--- src/rtl/heartbeat_generator.sv ---
// Heartbeat generator: classifies emotion/state into a 2-bit level and emits a timed beat train.
// Optional HEARTBEAT_SLEW_EN makes the beat period slew toward the target instead of jumping to it.
module heartbeat_generator #(
  parameter int               EMO_W         = 8,
  parameter logic [EMO_W-1:0] SLOW_MASK     = 8'h18,
  parameter logic [EMO_W-1:0] CALM_MASK     = 8'h03,
  parameter int               CNT_W         = 8,
  parameter int               PERIOD_FAST   = 8,
  parameter int               PERIOD_NORMAL = 16,
  parameter int               PERIOD_SLOW   = 32,
  parameter int               PERIOD_REST   = 48,
  parameter int               PULSE_TICKS   = 2,
  parameter int               SLEW_STEP     = 2
) (
  input  logic             clk,
  input  logic             rst_n,
  input  logic             tick,
  input  logic [EMO_W-1:0] emotion,
  input  logic [1:0]       state,
  output logic [1:0]       level,
  output logic             beat,
  output logic             led,
  output logic [CNT_W-1:0] period
);

  localparam logic [CNT_W-1:0] P_FAST   = CNT_W'(PERIOD_FAST);
  localparam logic [CNT_W-1:0] P_NORMAL = CNT_W'(PERIOD_NORMAL);
  localparam logic [CNT_W-1:0] P_SLOW   = CNT_W'(PERIOD_SLOW);
  localparam logic [CNT_W-1:0] P_REST   = CNT_W'(PERIOD_REST);
  localparam logic [CNT_W-1:0] P_PULSE  = CNT_W'(PULSE_TICKS);

  logic [CNT_W-1:0] cnt;
  logic [CNT_W-1:0] stretch;
  logic [CNT_W-1:0] target;
  logic [CNT_W-1:0] next_period;
  logic             dead;
  logic             wrap;

  // Dead is taken straight from the input so it beats a same-cycle wrapping tick.
  assign dead = (state == 2'd3);
  assign wrap = tick && !dead && (cnt == period - CNT_W'(1));
  assign led  = (stretch != '0);

  always_comb begin
    target = P_NORMAL;
    case (level)
      2'd0: target = P_FAST;
      2'd1: target = P_NORMAL;
      2'd2: target = P_SLOW;
      2'd3: target = P_REST;
      default: target = P_NORMAL;
    endcase
  end

`ifdef HEARTBEAT_SLEW_EN
  logic [CNT_W-1:0] diff;
  logic [CNT_W-1:0] step;

  always_comb begin
    diff = (target >= period) ? (target - period) : (period - target);
    step = (diff > CNT_W'(SLEW_STEP)) ? CNT_W'(SLEW_STEP) : diff;
    next_period = (target >= period) ? (period + step) : (period - step);
  end
`else
  always_comb begin
    next_period = target;
  end
`endif

  // NOTE: sequential state uses non-blocking assignments only; the reset branch is
  // synchronous and covers every register, so no flop powers up undefined.
  always_ff @(posedge clk) begin
    if (!rst_n) begin
      level   <= 2'd0;
      beat    <= 1'b0;
      period  <= P_NORMAL;
      cnt     <= '0;
      stretch <= '0;
    end else begin
      level <= {(|state) | (|(emotion & SLOW_MASK)),
                (|state) | (|(emotion & CALM_MASK))};
      beat  <= wrap;
      if (dead) begin
        cnt     <= '0;
        stretch <= '0;
      end else if (tick) begin
        if (wrap) begin
          cnt     <= '0;
          stretch <= P_PULSE;
          period  <= next_period;
        end else begin
          cnt <= cnt + CNT_W'(1);
          if (stretch != '0) stretch <= stretch - CNT_W'(1);
        end
      end
    end
  end

endmodule

--- config.mk ---
export PLATFORM = sky130hd
export DESIGN_NAME = heartbeat_generator
export DESIGN_NICKNAME = d
export VERILOG_FILES = /design/src/rtl/heartbeat_generator.sv
export SDC_FILE = /design/constraint.sdc
export NUM_CORES = 1
export LEC_CHECK = 0
export CAP_MARGIN = 15
export CORE_ASPECT_RATIO = 1.5
export CORE_MARGIN = 10
export CORE_UTILIZATION = 30
export CTS_CLUSTER_DIAMETER = 50
export DETAILED_ROUTE_END_ITERATION = 8
export PLACE_DENSITY_LB_ADDON = 0.05
export SYNTH_ARGS = -nofsm -noshare
export SYNTH_HDL_FRONTEND = slang
export SYNTH_SLANG_ARGS = --single-unit
--- constraint.sdc ---
create_clock -name clk -period 2.25 [get_ports clk]
set_input_delay 0.3375 -clock clk [delete_from_list [all_inputs] [get_ports clk]]
set_output_delay 0.3375 -clock clk [all_outputs]
set_load 0.1 [all_outputs]
# --- Yosys cells after proc, flatten, opt, wreduce, memory -nomap -nowiden ---
# Cells that the tools add are included.
totals:
  reg_bits: 27
  latchBits: 0
  ram_bits: 0
  rom_bits: 0
  inputBits: 13
  output_inout_bits: 12
  wordCells: 33
  n_memories: 0
classes:
  n_addsub: 3
  multipliers: 0
  div_mod_pow: 0
  n_lt_le_gt_ge: 0
  eq_ne: 5
  n_shift: 0
  n_mux: 4
  n_bitwise: 4
  reduce_logical: 12
op_table:
  columns: ["operator", "n"]
  rows:
  - ["$pmux 8 s4", 1]
  - ["$mux 8", 3]
  - ["$sub 8x1->8 const B", 2]
  - ["$add 8x1->8 const B", 1]
  - ["$eq 8x8->1", 1]
  - ["$reduce_bool 8->1", 1]
  - ["$reduce_or 2->1", 4]
  - ["$eq 2x2->1 const B", 3]
  - ["$reduce_and 3->1", 1]
  - ["$eq 2x1->1 const B", 1]
  - ["$logic_and 1x1->1", 2]
  - ["$logic_not 2->1", 1]
  - ["$not 1->1", 2]
  - ["$or 1x1->1", 2]
  - ["$reduce_and 2->1", 1]
  - ["$reduce_bool 2->1", 1]
  - ["$logic_not 1->1", 1]

# --- Longest topological paths before layout ---
# Gate-level depths: netlist of run 1.
depth:
  word_depth: 6
  ltp_mapped: 8
  mapped_depth_nobuf: 7

# --- Least setup slack after synthesis of run 1 ---
# No wires, ideal clock.
synth_path:
  path_type: "register to register"
  start: "register period[3]"
  end: "register period[3]"
  setup_time_ps: 70
  arrival_ps: 2453
  required_ps: 2180
  path_slack_ps: -272
  path_stages_with_launch: 8
  path_cell_list: "dfxtp_1 -> inv_1 -> ha_1 -> ha_1 -> xor2_1 -> nand4_1 -> or4_1 -> a21oi_1"
synth_via:
  elab_chain_len: 4
synth_rtl:
  columns: ["item", "line_no", "source"]
  rows:
  - ["start: declaration", "23", "output logic [CNT_W-1:0] period"]
  - ["start signal: assignment", "90", "period <= next_period;"]
  - ["$sub 8x1->8", "41", "assign wrap = tick && !dead && (cnt == period - CNT_W'(1));"]
  - ["$eq 8x8->1", "41", null]
  - ["$logic_and 1x1->1", "41", null]
  - ["$reduce_and 3->1 (no source line)", null, null]
# No other way between the ends.
# A chain may end at the register's enable or synchronous reset.

# --- Final worst setup path of run 1 ---
layout_path:
  start: "register stretch[3]"
  end: "output port led"
layout_via:
  elab_chain_len: 1
layout_rtl:
  columns: ["item", "line_no", "source"]
  rows:
  - ["start: declaration", "33", "logic [CNT_W-1:0] stretch;"]
  - ["start signal: assignment", "93", "if (stretch != '0) stretch <= stretch - CNT_W'(1);"]
  - ["$reduce_bool 8->1", "42", "assign led = (stretch != '0);"]
  - ["end: declaration", "22", "output logic led,"]
# No other way between the ends.

==> summary.md, run 1 <==
| Metric | Value |
|---|---|
| PostCTS Resize Cnt | 0 |
| Post-synthesis xor/xnor area fraction | between 10% and 20% |
| Max-slew headroom | a little over three fifths |
| Synth Register Bits | 22 |
| Cell accounting for the most synthesized area | dfxtp_1 |
| Residual DRC | 0 |
| DR iter-0 viols | 17 |
| Core Box Area | 0.00368 mm2 |
| Clk root buf | clkbuf_8 |
| Post-Synthesis Cells | 128 |
| Antenna-violating nets left | 0 |
| Final setup fails | 0 |
| Post-synth top area share | about two fifths |
| First-pass GRT wire length | 4.01 mm |
| Slew Viols, Final | 0 |
| Clock-pin slew on the worst setup and hold paths | 0.08 ns |
| Routability Congestion | a little under 0.8 |
| Place WS | approximately 0.26 ns |
| Via/cell ratio | roughly 4.8 |
| Via count | roughly 900 |
| Pleak | 0.536 nW |
| Flop2flop setup slack | 0.29 ns |
| Final Hold Slack | just under 0.5 ns |
| Die area | ~0.0067 mm2 |
| Worst Path Class, Setup | reg2out |
| TritonRoute pass-1 iters | 4 |
| Hold Path Class | reg2reg |
| Sink Count | 22 |
| Reg2Reg Depth | 7 |
| Power Total | around 1.5 mW |
| Worst-margin pin slew | ~0.56 ns |
| Tmin final | roughly 2.2 ns |
| Fin nets | between 150 and 200 |
| Final period utilization | between 90% and 100% |
| I/O Buffers | 15 |
| Final setup TNS | 0 ns |
| Starting density of the core | 31.0% |
| Fraction of the yosys area taken by sequential cells | approximately 39% |
| Die H | between 90 and 100 um |
| Setup WS post-layout | between 0.09 and 0.1 ns |
| Worst VDD drop | 0.00149 V |
| Area of the mapped netlist | between 0.001 and 0.0015 mm2 |
| Hold Violations, Final | 0 |
| Ys Warns | 0 |
| DP Wirelength | 2.03 mm |
| Most frequent cell after synthesis | dfxtp_1 |
| EDFF count, synth | 0 |
| Layout Cells excl Fill | approximately 190 |
| Crit-path max FO | 6 |
| Status | finished clean |
| Drt total wl | 2.51 mm |
| Main combinational cell family by area after synthesis | simple AND/OR/NAND/NOR gates |
| Clk_lat worst skew | 0.26 ns |
| Die outline width | roughly 70 um |
| Dpl cells | between 150 and 200 |
| Worst Setup End Kind | primary output |
| GRT overflow | 0 |
| Vias in the first global route | 917 |
| WP data arrival | 1.82 ns |
| CTS tree | built |
| Routed len/inst | around 13 um |
| Num CTS Buffers | 3 |
| Deepest clock path buffer count | 2 |
| Initial antenna violation count | 0 |
| Setup crit start kind | register |
| Post-CTS setup buffer count | 0 |
| Compound-gate portion of the synthesized area | 9.98% |
| Cts hold-fix bufs | 0 |
| Unrepaired setup endpoints after global routing | false |
| Max-Cap Viols | 0 |
| WHS Path Cells | 2 |
| Most frequent cells after synthesis | 22 x dfxtp_1, 20 x nor2_1, 10 x xor2_1, 7 x nand2_1 |
| IO Pins | 25 |
| Clock skew | approximately 0.0026 ns |
| Synth cell types | 34 |
| Worst flop-to-flop path startpoint | period[3] |
| Fraction of synthesized area in multiplexers | under 10% |
| Synthesized area per cell | approximately 9 um2 |
| Max Fclk | about 0.46 GHz |
| Fill cells | 392 |
| Synth Area in Adders | around 5.5% |
| H-Tree Depth | 1 |
| CP required | between 1.5 and 2 ns |
| Area delta synth->final | 19.5% |
| Worst r2r dst | period[3] |
| Share of cells above drive strength 1 | ~16% |
| Hold Path End | period[5] |
| Row cnt | 27 |
| Post-Synth Simple-Gate Area | around a quarter |
| Hold path startpoint | level[1] |
| Largest net degree at the start of global routing | 15 |
| FFs w/ async S/R, synth | 0% |
| Top FF cell, synth | dfxtp_1 |
| GRT Overall Usage | 7.25% |
| P per Cell Area | around 1100 mW/mm2 |
| Area contributors post-synth | dfxtp_1 39%, xor2_1 7.7%, nor2_1 6.6% |
| Ant diodes | 0 |
==> critical path, cell delays in order, from the launching register on <==
cell     delay [ns]
dfxtp_1        0.37
or4_4          0.59
or3_1          0.41
buf_12         0.19
==> per-stage QoR <==
stage	cell area, um2	utilization (%)
2_1_floorplan	1160	-
3_3_place_gp	1320	35.9
3_5_place_dp	1320	35.9
4_1_cts	1360	37.0
5_1_grt	1360	37.0
6_report	1360	37.0
==> how the worst max path moves through the flow <==
| stage | from | cells after the start | endpoint | slack (ns) |
|---|---|---|---|---|
| after global placement | tick | 5 | period[3] | 0.28 |
| after global routing | stretch[3] | 3 | led | 0.06 |
| final | stretch[3] | 3 | led | 0.09 |
| after CTS | stretch[3] | 3 | led | 0.08 |
| after floorplan | period[3] | 7 | period[3] | 0.08 |
| after detailed placement | tick | 5 | period[3] | 0.26 |
==> power by group <==
group,total (mW),internal [mW],switching (mW)
logic,0.746,0.288,0.458
registers,0.477,0.434,0.0429
clock network,0.239,0.119,0.120
total,1.46,0.841,0.620
==> sequential cells by signal (all words and copies together), names as in the netlist <==
signal and count:
beat 1, cnt 8, level 2, period 3, stretch 8
==> final cells by class <==
type,instances,area (um2),share of cell area [%]
Inverter,6,22.5,1.65
Tap cell,43,53.8,3.94
Sequential cell,22,444,32.6
Clock buffer,3,41.3,3.03
Multi-Input combinational cell,96,634,46.5
Timing Repair Buffer,18,168,12.3
==> cells in the final DEF (no fill, tap or decap), types with 3 or more instances in the layout <==
master | Yosys | final
nor2_1 | 20 | 20
dfxtp_1 | 22 | 19
xor2_1 | 10 | 10
buf_4 | 5 | 9
clkdlybuf4s50_1 | 0 | 8
nand2_1 | 7 | 7
inv_1 | 6 | 6
xnor2_1 | 6 | 6
a21oi_1 | 6 | 6
nand4_1 | 5 | 5
o21ai_0 | 5 | 5
ha_1 | 5 | 5
conb_1 | 1 | 5
nand3_1 | 4 | 4
nor4_1 | 3 | 3
clkbuf_8 | 0 | 3
dfxtp_2 | 0 | 3
==> per-layer routing <==
| metal | wire [um] | part of all wire [%] | track usage [%] |
|---|---|---|---|
| met4 | 23 | 0.92 | 3.47 |
| met1 | 977 | 39 | 6.60 |
| met5 | 0 | 0 | 0 |
| met2 | 1440 | 57 | 14.6 |
| met3 | 68 | 2.7 | 1.56 |
==> cells by family (layout without fill, tap and decap cells) <==
logic type	after synthesis	after routing
flops	22	22
compound gates	16	16
other cells	1	5
xor+xnor	16	16
buf+inv	14	27
simple gates	52	52
mux	2	2
fa+ha+maj	5	5
(Power assumes the default switching activity.)
==> run 2: changes to the inputs <==
--- a/config.mk
+++ b/config.mk
@@ -6,9 +6,9 @@
 export NUM_CORES = 1
 export LEC_CHECK = 0
 export CAP_MARGIN = 15
-export CORE_ASPECT_RATIO = 1.5
+export CORE_ASPECT_RATIO = 1.2
 export CORE_MARGIN = 10
-export CORE_UTILIZATION = 30
+export CORE_UTILIZATION = 49
 export CTS_CLUSTER_DIAMETER = 50
 export DETAILED_ROUTE_END_ITERATION = 8
 export PLACE_DENSITY_LB_ADDON = 0.05
==> run 2 against run 1 <==
Effect of this change: critical path depth stayed put; total power is 5.2% lower; sequential share of layout area is 1.1 points higher; non-clock buffer count is 1 lower; clock-buffer cell count stayed put; register-to-register slack worse by 0.04 ns; via count is 0.44% lower; critical path type unchanged; largest power group unchanged; highest routed layer unchanged.
==> summary.md, run 2 (synthesis gave the netlist of run 1 again) <==
| Metric | Value |
|---|---|
| Core Box Area | 0.00226 mm2 |
| Flop2flop setup slack | 0.25 ns |
| Final setup TNS | 0 ns |
| Largest net degree at the start of global routing | 15 |
| Routability Congestion | ~0.76 |
| Hold Path End | period[5] |
| GRT overflow | 0 |
| Area delta synth->final | 16.0% |
| WHS Path Cells | 2 |
| Worst path slowest cell | or4_4 |
| Cell family with most CP delay | simple AND/OR/NAND/NOR gates |
| Antenna-violating nets left | 0 |
| Register share of total power | around a third |
| Worst r2r dst | period[3] |
| Switching share of power | between 40% and 50% |
| TritonRoute pass-1 iters | 4 |
| Combinational Power Share | between 50 and 60% |
| DR iter-0 viols | 24 |
| Share of cells above drive strength 1 | roughly 16% |
| Clk root buf | clkbuf_4 |
| P per Cell Area | 1050 mW/mm2 |
| Share of power burned in the clock network | between 10% and 20% |
| Register area | between 400 and 500 um2 |
| Status | finished clean |
| Via/cell ratio | ~5.1 |
| Net Switching | approximately 0.6 mW |
| Fill cells | 224 |
| Pint | 0.785 mW |
| Slew Viols, Final | 0 |
| Layout Cells excl Fill | 175 |
| Via count | ~900 |
| Hold path startpoint | level[1] |
| Clock skew | around 0.0019 ns |
| Ant diodes | 0 |
| Worst flop-to-flop path startpoint | period[3] |
| Drt total wl | approximately 2.2 mm |
| Final Hold Slack | ~0.5 ns |
| Sink Count | 22 |
| Row cnt | 19 |
| Hold Violations, Final | 0 |
| Area of the multi-input gates | between 600 and 700 um2 |
| DP Wirelength | 1.78 mm |
| Residual DRC | 0 |
| Power Total | ~1.4 mW |
| Clock-pin slew on the worst setup and hold paths | around 0.11 ns |
| Top Registers | cnt: 8 flops, stretch: 8 flops, period: 3 flops |
| Hold Path Class | reg2reg |
| Vias in the first global route | 890 |
| Most common cell after layout, fill and taps aside | nor2_1 |
| Deepest clock path buffer count | 2 |
| Worst-path cell chain | or4_4 > or3_1 > buf_12 |
| Dpl cells | approximately 170 |
| Num CTS Buffers | 3 |
| Reg2Reg Depth | 7 |
| Routed len/inst | between 10 and 15 um |
| Unrepaired setup endpoints after global routing | false |
| I/O Buffers | 15 |
| Initial antenna violation count | 0 |
| Most frequent cells in the layout | 20 x nor2_1, 18 x dfxtp_1, 10 x xor2_1 |
| Final setup fails | 0 |
| Max Fclk | approximately 0.46 GHz |
| Final period utilization | 96.9% |
| Fin nets | approximately 160 |
| Crit-path max FO | 6 |
| Die outline width | around 64 um |
| Worst Path Buf+Inv | 1 |
| Pleak | approximately 0.52 nW |
| CTS tree | built |
| CP required | about 1.9 ns |
| GRT Overall Usage | around a tenth |
| Starting density of the core | a little over 50% |
| WP data arrival | approximately 1.8 ns |
| Max incr delay on CP | 0.58 ns |
| Worst VDD drop | 0.00132 V |
| H-Tree Depth | 1 |
| IO Pins | 25 |
| Worst Path Class, Setup | reg2out |
| Die H | 72.9 um |
| Cts hold-fix bufs | 0 |
| Tmin final | 2.18 ns |
| Max-Cap Viols | 0 |
| Worst Setup End Kind | primary output |
| Setup crit start kind | register |
| Die area | 0.00467 mm2 |
| Clk_lat worst skew | ~0.30 ns |
| First-pass GRT wire length | ~3.7 mm |
-- run 2: cell count changes in the layout (fill, tap and decap cells not counted) --
cell / delta
buf_4: -1
clkbuf_4: +3
clkbuf_8: -3
dfxtp_1: -1
dfxtp_2: +1
-- run 2: area by class of cell --
type                    instances  area share [%]
flip-flops and latches         22            33.6
inverters                       6            1.70
repair buffers                 17            12.1
multi-input cells              96            47.9
well taps                      31            2.93
clock buffers                   3            1.70
-- run 2: timing repair --
action / 4_1_cts / 5_1_grt
gates resized for setup: 0 / 1
endpoints found under the setup margin: 0 / 1
buffers inserted: 0 / 0
-- run 2: how the worst max path moves through the flow --
stage | depth (start not counted) | startpoint | to
floorplan | 7 | period[3] | period[3]
global placement | 5 | tick | period[3]
detailed placement | 5 | tick | period[3]
CTS | 3 | stretch[3] | led
global route | 3 | stretch[4] | led
finish | 3 | stretch[3] | led
-- run 2: tightest hold or removal path, stage by stage, from the launching register on --
cell	delay, ns
dfxtp_1	0.35
nand3_1	0.07
a21oi_1	0.05
-- run 2: per-layer routing --
metal  share of wire (%)  global-route usage, %
met4                 2.1                   5.84
met1                  39                   9.74
met5                   0                      0
met3                 4.3                   2.92
met2                  55                   17.7
-- run 2: power groups by stage --
stage	logic (mW)	registers, mW	clock network, mW
after detailed placement	0.738	0.485	0
after CTS	0.742	0.477	0.182
after global placement	0.734	0.483	0
final	0.736	0.478	0.172
after floorplan	0.534	0.492	0
after global routing	0.792	0.483	0.195
-- run 2: stage by stage --
step,util (%),worst slack (ns),instance area (um2)
after floorplan,-,0.0785,1160
after global placement,57.6,0.312,1300
after detailed placement,57.6,0.288,1300
after CTS,58.6,0.0266,1320
after global routing,58.6,0.0217,1320
final,58.6,0.0694,1320
==> run 3: changes to the inputs <==
--- a/config.mk
+++ b/config.mk
@@ -11,6 +11,7 @@
 export CORE_UTILIZATION = 49
 export CTS_CLUSTER_DIAMETER = 50
 export DETAILED_ROUTE_END_ITERATION = 8
+export GPL_ROUTABILITY_DRIVEN = 0
 export PLACE_DENSITY_LB_ADDON = 0.05
 export SYNTH_ARGS = -nofsm -noshare
 export SYNTH_HDL_FRONTEND = slang
==> results of run 3 <==
Same layout as run 2: the final DEF is identical, and so are final timing and power.
